File: config.mk
export PLATFORM = sky130hd
export DESIGN_NAME = seed_noise_gen
export DESIGN_NICKNAME = d
export VERILOG_FILES = /design/src/rtl/seed_noise_pkg.sv /design/src/rtl/galois_lfsr_step.sv /design/src/rtl/seed_noise_gen.sv
export SDC_FILE = /design/constraint.sdc
export NUM_CORES = 1
export LEC_CHECK = 0
export CAP_MARGIN = 20
export CELL_PAD_IN_SITES_DETAIL_PLACEMENT = 1
export CELL_PAD_IN_SITES_GLOBAL_PLACEMENT = 2
export CORE_MARGIN = 1.5
export CORE_UTILIZATION = 41
export DETAILED_ROUTE_END_ITERATION = 16
export DONT_BUFFER_PORTS = 1
export HOLD_SLACK_MARGIN = 0.1
export PLACE_DENSITY = 0.83
export SLEW_MARGIN = 20
export SYNTH_ARGS = -nofsm -noshare
export SYNTH_HDL_FRONTEND = slang
export SYNTH_HIERARCHICAL = 1
export SYNTH_SLANG_ARGS = --single-unit
File: constraint.sdc
create_clock -name user_clk -period 2.25 [get_ports user_clk]
set_clock_uncertainty 0.2 [all_clocks]
set_input_delay 0.3375 -clock user_clk [delete_from_list [all_inputs] [get_ports user_clk]]
set_output_delay 0.3375 -clock user_clk [all_outputs]
set_load 0.01 [all_outputs]
File: src/rtl/seed_noise_pkg.sv
`default_nettype none
// ============================================================================
//  Module      : seed_noise_pkg
//  Description : Shared state encoding, default constants and the zero-seed
//                substitution helper for the seeded noise generator.
//  Revision    : 1.0 - initial release
// ============================================================================
package seed_noise_pkg;

    typedef enum logic [0:0] {
        IDLE = 1'b0,
        RUN  = 1'b1
    } state_t;

    // x^32 + x^22 + x^2 + x + 1, right-shift Galois form
    localparam logic [31:0] DEFAULT_POLY   = 32'h8020_0003;
    localparam int          DEFAULT_SETTLE = 3;
    localparam logic [31:0] ZERO_SEED_SUB  = 32'h0000_0001;

    // An all-zero state would lock the LFSR, so it is never loaded.
    function automatic logic [31:0] apply_zero_rule(input logic [31:0] seed);
        return (seed == 32'h0) ? ZERO_SEED_SUB : seed;
    endfunction

endpackage
`default_nettype wire

File: src/rtl/galois_lfsr_step.sv
`default_nettype none
// ============================================================================
//  Module      : galois_lfsr_step
//  Description : Combinational single-step next-state function of a 32-bit
//                right-shift Galois LFSR with feedback mask POLY.
//  Revision    : 1.0 - initial release
// ============================================================================
module galois_lfsr_step
    import seed_noise_pkg::*;
#(
    parameter logic [31:0] POLY = DEFAULT_POLY
) (
    input  logic [31:0] i_state,
    output logic [31:0] o_state_next
);

    logic [31:0] w_shifted;

    assign w_shifted    = i_state >> 1;
    assign o_state_next = i_state[0] ? (w_shifted ^ POLY) : w_shifted;

endmodule
`default_nettype wire

File: src/rtl/seed_noise_gen.sv
`default_nettype none
// ============================================================================
//  Module      : seed_noise_gen
//  Description : Seeded Galois-LFSR noise source. Seeds are qualified by a
//                stability window and applied only on sync_in pulses.
//                Build option: NOISE_STATS_EN enables the sample_cnt counter.
//  Revision    : 1.0 - initial release
// ============================================================================
module seed_noise_gen
    import seed_noise_pkg::*;
#(
    parameter int          OUT_W  = 8,
    parameter logic [31:0] POLY   = DEFAULT_POLY,
    parameter int          SETTLE = DEFAULT_SETTLE
) (
    input  logic             user_clk,
    input  logic             user_rst_n,
    input  logic [31:0]      seed_in,
    input  logic             sync_in,
    input  logic             en,
    output logic [OUT_W-1:0] dout,
    output logic             dout_valid,
    output logic             sync_out,
    output logic             seed_loaded,
    output logic [31:0]      sample_cnt
);

    localparam logic [3:0] c_settle    = 4'(SETTLE);
    localparam logic [3:0] c_settle_m1 = 4'(SETTLE - 1);

    state_t           r_state;
    state_t           w_state_nxt;
    logic [31:0]      r_lfsr;
    logic [31:0]      r_shadow;
    logic [3:0]       r_stab_cnt;
    logic             r_pend;
    logic [31:0]      r_pend_seed;
    logic [OUT_W-1:0] r_dout;
    logic             r_dout_valid;
    logic             r_sync_out;
    logic             r_seed_loaded;

    logic             w_load;
    logic [31:0]      w_load_seed;
    logic [31:0]      w_lfsr_step;
    logic             w_seed_same;
    logic             w_pend_set;
    logic [3:0]       w_stab_cnt_nxt;
    logic [31:0]      w_lfsr_nxt;
    logic [OUT_W-1:0] w_dout_nxt;
    logic             w_dout_valid_nxt;
    logic             w_sync_out_nxt;
    logic             w_seed_loaded_nxt;
    logic             w_pend_nxt;
    logic [31:0]      w_pend_seed_nxt;

    galois_lfsr_step #(
        .POLY (POLY)
    ) u_step (
        .i_state      (r_lfsr),
        .o_state_next (w_lfsr_step)
    );

    assign w_load_seed = apply_zero_rule(r_pend ? r_pend_seed : r_shadow);

    // Seed tracker runs regardless of FSM state.
    assign w_seed_same = (seed_in == r_shadow);
    assign w_pend_set  = w_seed_same && (r_stab_cnt == c_settle_m1);

    always_comb begin
        w_stab_cnt_nxt = r_stab_cnt;
        if (!w_seed_same) begin
            w_stab_cnt_nxt = 4'd0;
        end else if (r_stab_cnt < c_settle) begin
            w_stab_cnt_nxt = r_stab_cnt + 4'd1;
        end
    end

    // Next-state logic; w_load marks a seed application this cycle.
    always_comb begin
        w_state_nxt = r_state;
        w_load      = 1'b0;
        unique case (r_state)
            IDLE: begin
                if (sync_in) begin
                    w_load      = 1'b1;
                    w_state_nxt = RUN;
                end
            end
            RUN: begin
                w_load = sync_in && r_pend;
            end
            default: begin
                w_state_nxt = IDLE;
            end
        endcase
    end

    always_comb begin
        w_lfsr_nxt        = r_lfsr;
        w_dout_nxt        = r_dout;
        w_dout_valid_nxt  = 1'b0;
        w_sync_out_nxt    = 1'b0;
        w_seed_loaded_nxt = 1'b0;
        w_pend_nxt        = r_pend;
        w_pend_seed_nxt   = r_pend_seed;

        if (w_load) begin
            w_lfsr_nxt        = w_load_seed;
            w_dout_nxt        = w_load_seed[OUT_W-1:0];
            w_dout_valid_nxt  = en;
            w_sync_out_nxt    = 1'b1;
            w_seed_loaded_nxt = r_pend;
            w_pend_nxt        = 1'b0;
        end else if (r_state == RUN) begin
            w_sync_out_nxt = sync_in;
            if (en) begin
                w_lfsr_nxt       = w_lfsr_step;
                w_dout_nxt       = w_lfsr_step[OUT_W-1:0];
                w_dout_valid_nxt = 1'b1;
            end
        end

        // A seed qualifying in the same cycle as a load waits for the next sync.
        if (w_pend_set) begin
            w_pend_nxt      = 1'b1;
            w_pend_seed_nxt = r_shadow;
        end
    end

    always_ff @(posedge user_clk or negedge user_rst_n) begin
        if (!user_rst_n) begin
            r_state       <= IDLE;
            r_lfsr        <= 32'h1;
            r_shadow      <= 32'h0;
            r_stab_cnt    <= 4'd0;
            r_pend        <= 1'b0;
            r_pend_seed   <= 32'h0;
            r_dout        <= '0;
            r_dout_valid  <= 1'b0;
            r_sync_out    <= 1'b0;
            r_seed_loaded <= 1'b0;
        end else begin
            r_state       <= w_state_nxt;
            r_lfsr        <= w_lfsr_nxt;
            r_shadow      <= seed_in;
            r_stab_cnt    <= w_stab_cnt_nxt;
            r_pend        <= w_pend_nxt;
            r_pend_seed   <= w_pend_seed_nxt;
            r_dout        <= w_dout_nxt;
            r_dout_valid  <= w_dout_valid_nxt;
            r_sync_out    <= w_sync_out_nxt;
            r_seed_loaded <= w_seed_loaded_nxt;
        end
    end

`ifdef NOISE_STATS_EN
    logic [31:0] r_sample_cnt;

    // Load restarts the count; the load's own sample counts when en is high.
    always_ff @(posedge user_clk or negedge user_rst_n) begin
        if (!user_rst_n) begin
            r_sample_cnt <= 32'h0;
        end else if (w_load) begin
            r_sample_cnt <= {31'h0, en};
        end else if (w_dout_valid_nxt && (r_sample_cnt != 32'hFFFF_FFFF)) begin
            r_sample_cnt <= r_sample_cnt + 32'h1;
        end
    end

    assign sample_cnt = r_sample_cnt;
`else
    assign sample_cnt = 32'h0;
`endif

    assign dout        = r_dout;
    assign dout_valid  = r_dout_valid;
    assign sync_out    = r_sync_out;
    assign seed_loaded = r_seed_loaded;

endmodule
`default_nettype wire
==> results <==
- The TritonCTS clock tree is yes.
- In the layout the commonest cells are dfrtp_1, nor2_1, nand2_1, o21ai_0, dlygate4sd3_1.
- Following the worst setup path forward leads to its endpoint at r_pend_seed[16]$_DFFE_PN0P_.
- The number of maximum-capacitance violations is 0.
- The pin count of the biggest net entering global routing is around 110.
- For this configuration, the core starts out at a cell density of 0.421.
- The floorplan step defined a die boundary enclosing ~14,000 um2.
- In this run the clock root is driven by a clkbuf_16.
- The path class of the tightest hold or removal check is input port to async pin.
- Counting buffers and inverters, the worst setup path is 6 cells deep.
- The setup path with the least slack is of type register to register.
- The synthesized flop and latch total is about 110.
- After technology mapping, the gate count stands at between 400 and 500.
- At the pin with the least slew margin, the transition time is approximately 0.54 ns.
- The combined area of the multi-input logic cells is 2220 um2.
- The count of filler cells inserted in the layout is 1,363.
- Clock-pin slew was measured on the worst setup and hold paths at roughly 0.070 ns.
- Of the cells placed in the final design, the portion with a size suffix greater than 1 is 0.156.
- The post-route core utilization is 0.466.
- The area growth from synthesis to final layout is 10.7%.
- The worst vdd rail ir drop is ~0.00045 V.
- Clock latency on the worst-skew pair, taken at its later pin, is 0.35 ns.
- The floorplan step set the die height to about 120 um.
- Based on the critical path, the design can be clocked at up to approximately 450 MHz.
- In this run, distinct cell masters in the synthesized netlist total 36.
- STA classifies the critical path endpoint as a register.
- Once detail routing completed, the nets flagged for antenna violations numbered 0.
- The final layout net count is around 530.
- Detailed placement ended at an HPWL of 8220 um.
- The residual DRC count is 0.
- Of the available clock period, the critical path in the final layout requires 0.987.
- The wire length after detailed routing is roughly 12,000 um.
- The async set or reset register ratio after synthesis is 1.00.
- Walking the worst path, the cells encountered are xnor2_1 -> nand4_1 -> nor4_4 -> nand4_4 -> buf_12 -> mux2_4.
- The number of cells on the worst reg-to-reg path is 6.
- The count of synthesis-stage warnings from yosys is 6.
- Routability-driven placement finished with a final weighted congestion of between 0.7 and 0.8.
- Across every metal layer, demand over resource in global routing totals 0.191.
- The instance area after placement is between 5000 and 6000 um2.
- In this run the number of H-tree levels came out at 3.
- The leftover overflow at the end of global routing is 0.
- The total leakage power is 0.00263 uW.
- The post-synthesis instance area is about 5300 um2.
- TritonCTS created 9 clock buffers.
- At the worst endpoint, the arrival time is around 2.3 ns.
- The most used flip-flop cell after synthesis is dfrtp_1.
- The total negative setup slack is 0 ns.
- On the worst path, the slowest cell contributes a delay of 0.44 ns.
- Counting flops with a built-in enable in the synthesized netlist gives 0.
- Counting I/O delays and the setup requirement, the final critical path takes 2.22 ns.
- Of the post-synthesis cell area, the dominant cell type holds 0.492.
- The floorplan die width is about 120 um.
- In this run, the number of DRC markers left after iteration 0 of detailed routing was approximately 130.
- The final worst setup slack is approximately 0.029 ns.
- The cell type contributing the most total cell area after synthesis is dfrtp_1.
- The initial antenna violation count came to 1.
- Dividing total power by cell area gives a power density of ~710 nW/um2.
- The worst slack at placement is -0.0500 ns.
- Setup repair after global routing could not meet its margin everywhere.
- After floorplanning, the core was sized to cover between 10,000 and 15,000 um2.
- The run finished, with violations left.
- The final worst hold slack is -0.517 ns.
- Headroom to the max-slew limit came out at 0.642.
- Counting both buffers and inverters, the worst setup path holds a total of 1.
- For this design, the slowest cell found on the critical path is dfrtp_1.
- By area the synthesized netlist is led by dfrtp_1, buf_4, mux2_4.
- The number of detailed-route iterations in the first pass is 4.
- The number of cells after detailed placement is 616.
- In this run the worst path has a maximum fanout of 33.
- The final-report hold violation count came to 106.
- Setup violations remaining at the end of the flow were counted as 0.
- The fraction of the yosys area taken by sequential cells is 0.497.
- The endpoint identified for the worst register-to-register timing path is r_pend_seed[16]$_DFFE_PN0P_.
- For this design the top-level I/O count stands at 79.
- The final reports fail on hold timing.
- Registers take ~2700 um2.
- The worst flop-to-flop path startpoint is r_shadow[27]$_DFF_PN0_.
- The final max-slew violation count is 0.
- The worst-case register-to-register setup slack is about 0.029 ns.
- At the worst endpoint, the required time is between 2 and 2.5 ns.
- The quantity of hold-fixing buffers added after cts is 34.
- CTS saw 106 sinks.
- The number of vias per cell is 4.95.
- The number of global-route vias before repair was roughly 3,600.
- STA classifies the critical path startpoint as a register.
- The post-synthesis average cell area is roughly 11 um2.
- The first element of the critical path is r_shadow[27]$_DFF_PN0_.
- The area of all placed cells without fillers is approximately 6000 um2.
- Summing over every cut layer, the via total after detailed routing is 3,305.
- The average wire per standard cell is roughly 18 um.
- The count of standard-cell rows is 41.
- The first-pass GRT wire length is 19,500 um.
- Leaving out fill and tap cells, the most frequent cell in the layout is dfrtp_1.
- The critical path's top delay family is simple AND/OR/NAND/NOR gates.
- During placement, the flow inserted port buffers numbering 0.
- In this run the deepest clock path goes through 2 buffers.
- After the flow finishes, the layout carries non-filler instances totaling approximately 670.
==> where the power goes <==
group          internal (uW)  switching, uW
Sequential              2110            183
Clock                    758            710
Combinational            234            226
==> registers in the layout, summed over array words and instances, names as in the netlist <==
register	cells
r_state	1
dout_valid	1
r_stab_cnt	4
dout	1
sync_out	1
r_pend	1
r_lfsr	32
r_pend_seed	32
seed_loaded	1
r_shadow	32
==> timing repair <==
action / 4_1_cts / 5_1_grt
gates resized for setup: 4 / 2
setup buffers: 1 / 0
endpoints found under the setup margin: 32 / 32
pin swaps: 1 / 1
hold endpoints to repair: 145 / 106
==> cell usage after synthesis, types with 2 or more instances <==
cell type and instances:
a21oi_1 32, buf_6 3, o21ai_0 34, nand4_1 10
nor3_1 3, buf_1 2, dfrtp_1 105, mux2_4 29
mux2i_1 31, clkbuf_1 14, inv_1 4, nand2_1 34
nand2b_1 2, xor2_1 3, mux2_2 4, buf_4 68
ha_1 2, nor2_1 36, xnor2_1 33, buf_2 3
nand3_1 5, and2_1 4, nor4_1 13
==> metrics by stage <==
step           hold WS [ns]  power [uW]
4_1_cts              -0.528        4270
5_1_grt              -0.536        4420
2_1_floorplan        -0.158        2840
3_3_place_gp         -0.155        2700
3_5_place_dp         -0.155        2730
6_report             -0.517        4220
==> kinds of logic (layout without fill, tap and decap cells) <==
kind of cell	Yosys count	after routing	share of synthesized area
DFF	106	106	0.497
adders and majority gates	2	2	0.00469
other	1	33	0.000703
and+or+nand+nor	113	113	0.103
xor gates and xnor gates	36	36	0.0591
buffers and inverters	94	71	0.119
AOI/OAI and AO/OA	71	71	0.0682
muxes	64	64	0.148
==> worst min-delay path by stage <==
stage / start / to / slack [ns] / depth (start not counted)
after floorplan: user_rst_n / dout[0]$_DFFE_PN0P_ / -0.16 / 0
after CTS: user_rst_n / r_stab_cnt[0]$_DFFE_PN0P_ / -0.53 / 0
after global placement: user_rst_n / r_stab_cnt[0]$_DFFE_PN0P_ / -0.15 / 0
after global routing: user_rst_n / r_stab_cnt[1]$_DFFE_PN0P_ / -0.54 / 0
final: user_rst_n / r_stab_cnt[0]$_DFFE_PN0P_ / -0.52 / 0
after detailed placement: user_rst_n / r_stab_cnt[1]$_DFFE_PN0P_ / -0.16 / 0
==> area by class of cell <==
class / instances / share of cell area
Clock inverter: 5 / 0.00678
Antenna cell: 1 / 0.000424
Sequential cell: 106 / 0.450
Timing Repair Buffer: 51 / 0.0877
Inverter: 4 / 0.00254
Multi-Input combinational cell: 318 / 0.377
Clock buffer: 11 / 0.0394
Tap cell: 172 / 0.0364
==> metal layers <==
metal,part of all wire,GRT usage,up-vias
met5,0,0,-
met1,0.47,0.257,1659
li1,-,-,1557
met4,0.0083,0.0498,0
met3,0.039,0.0412,7
met2,0.48,0.315,82
(Power assumes the default switching activity.)
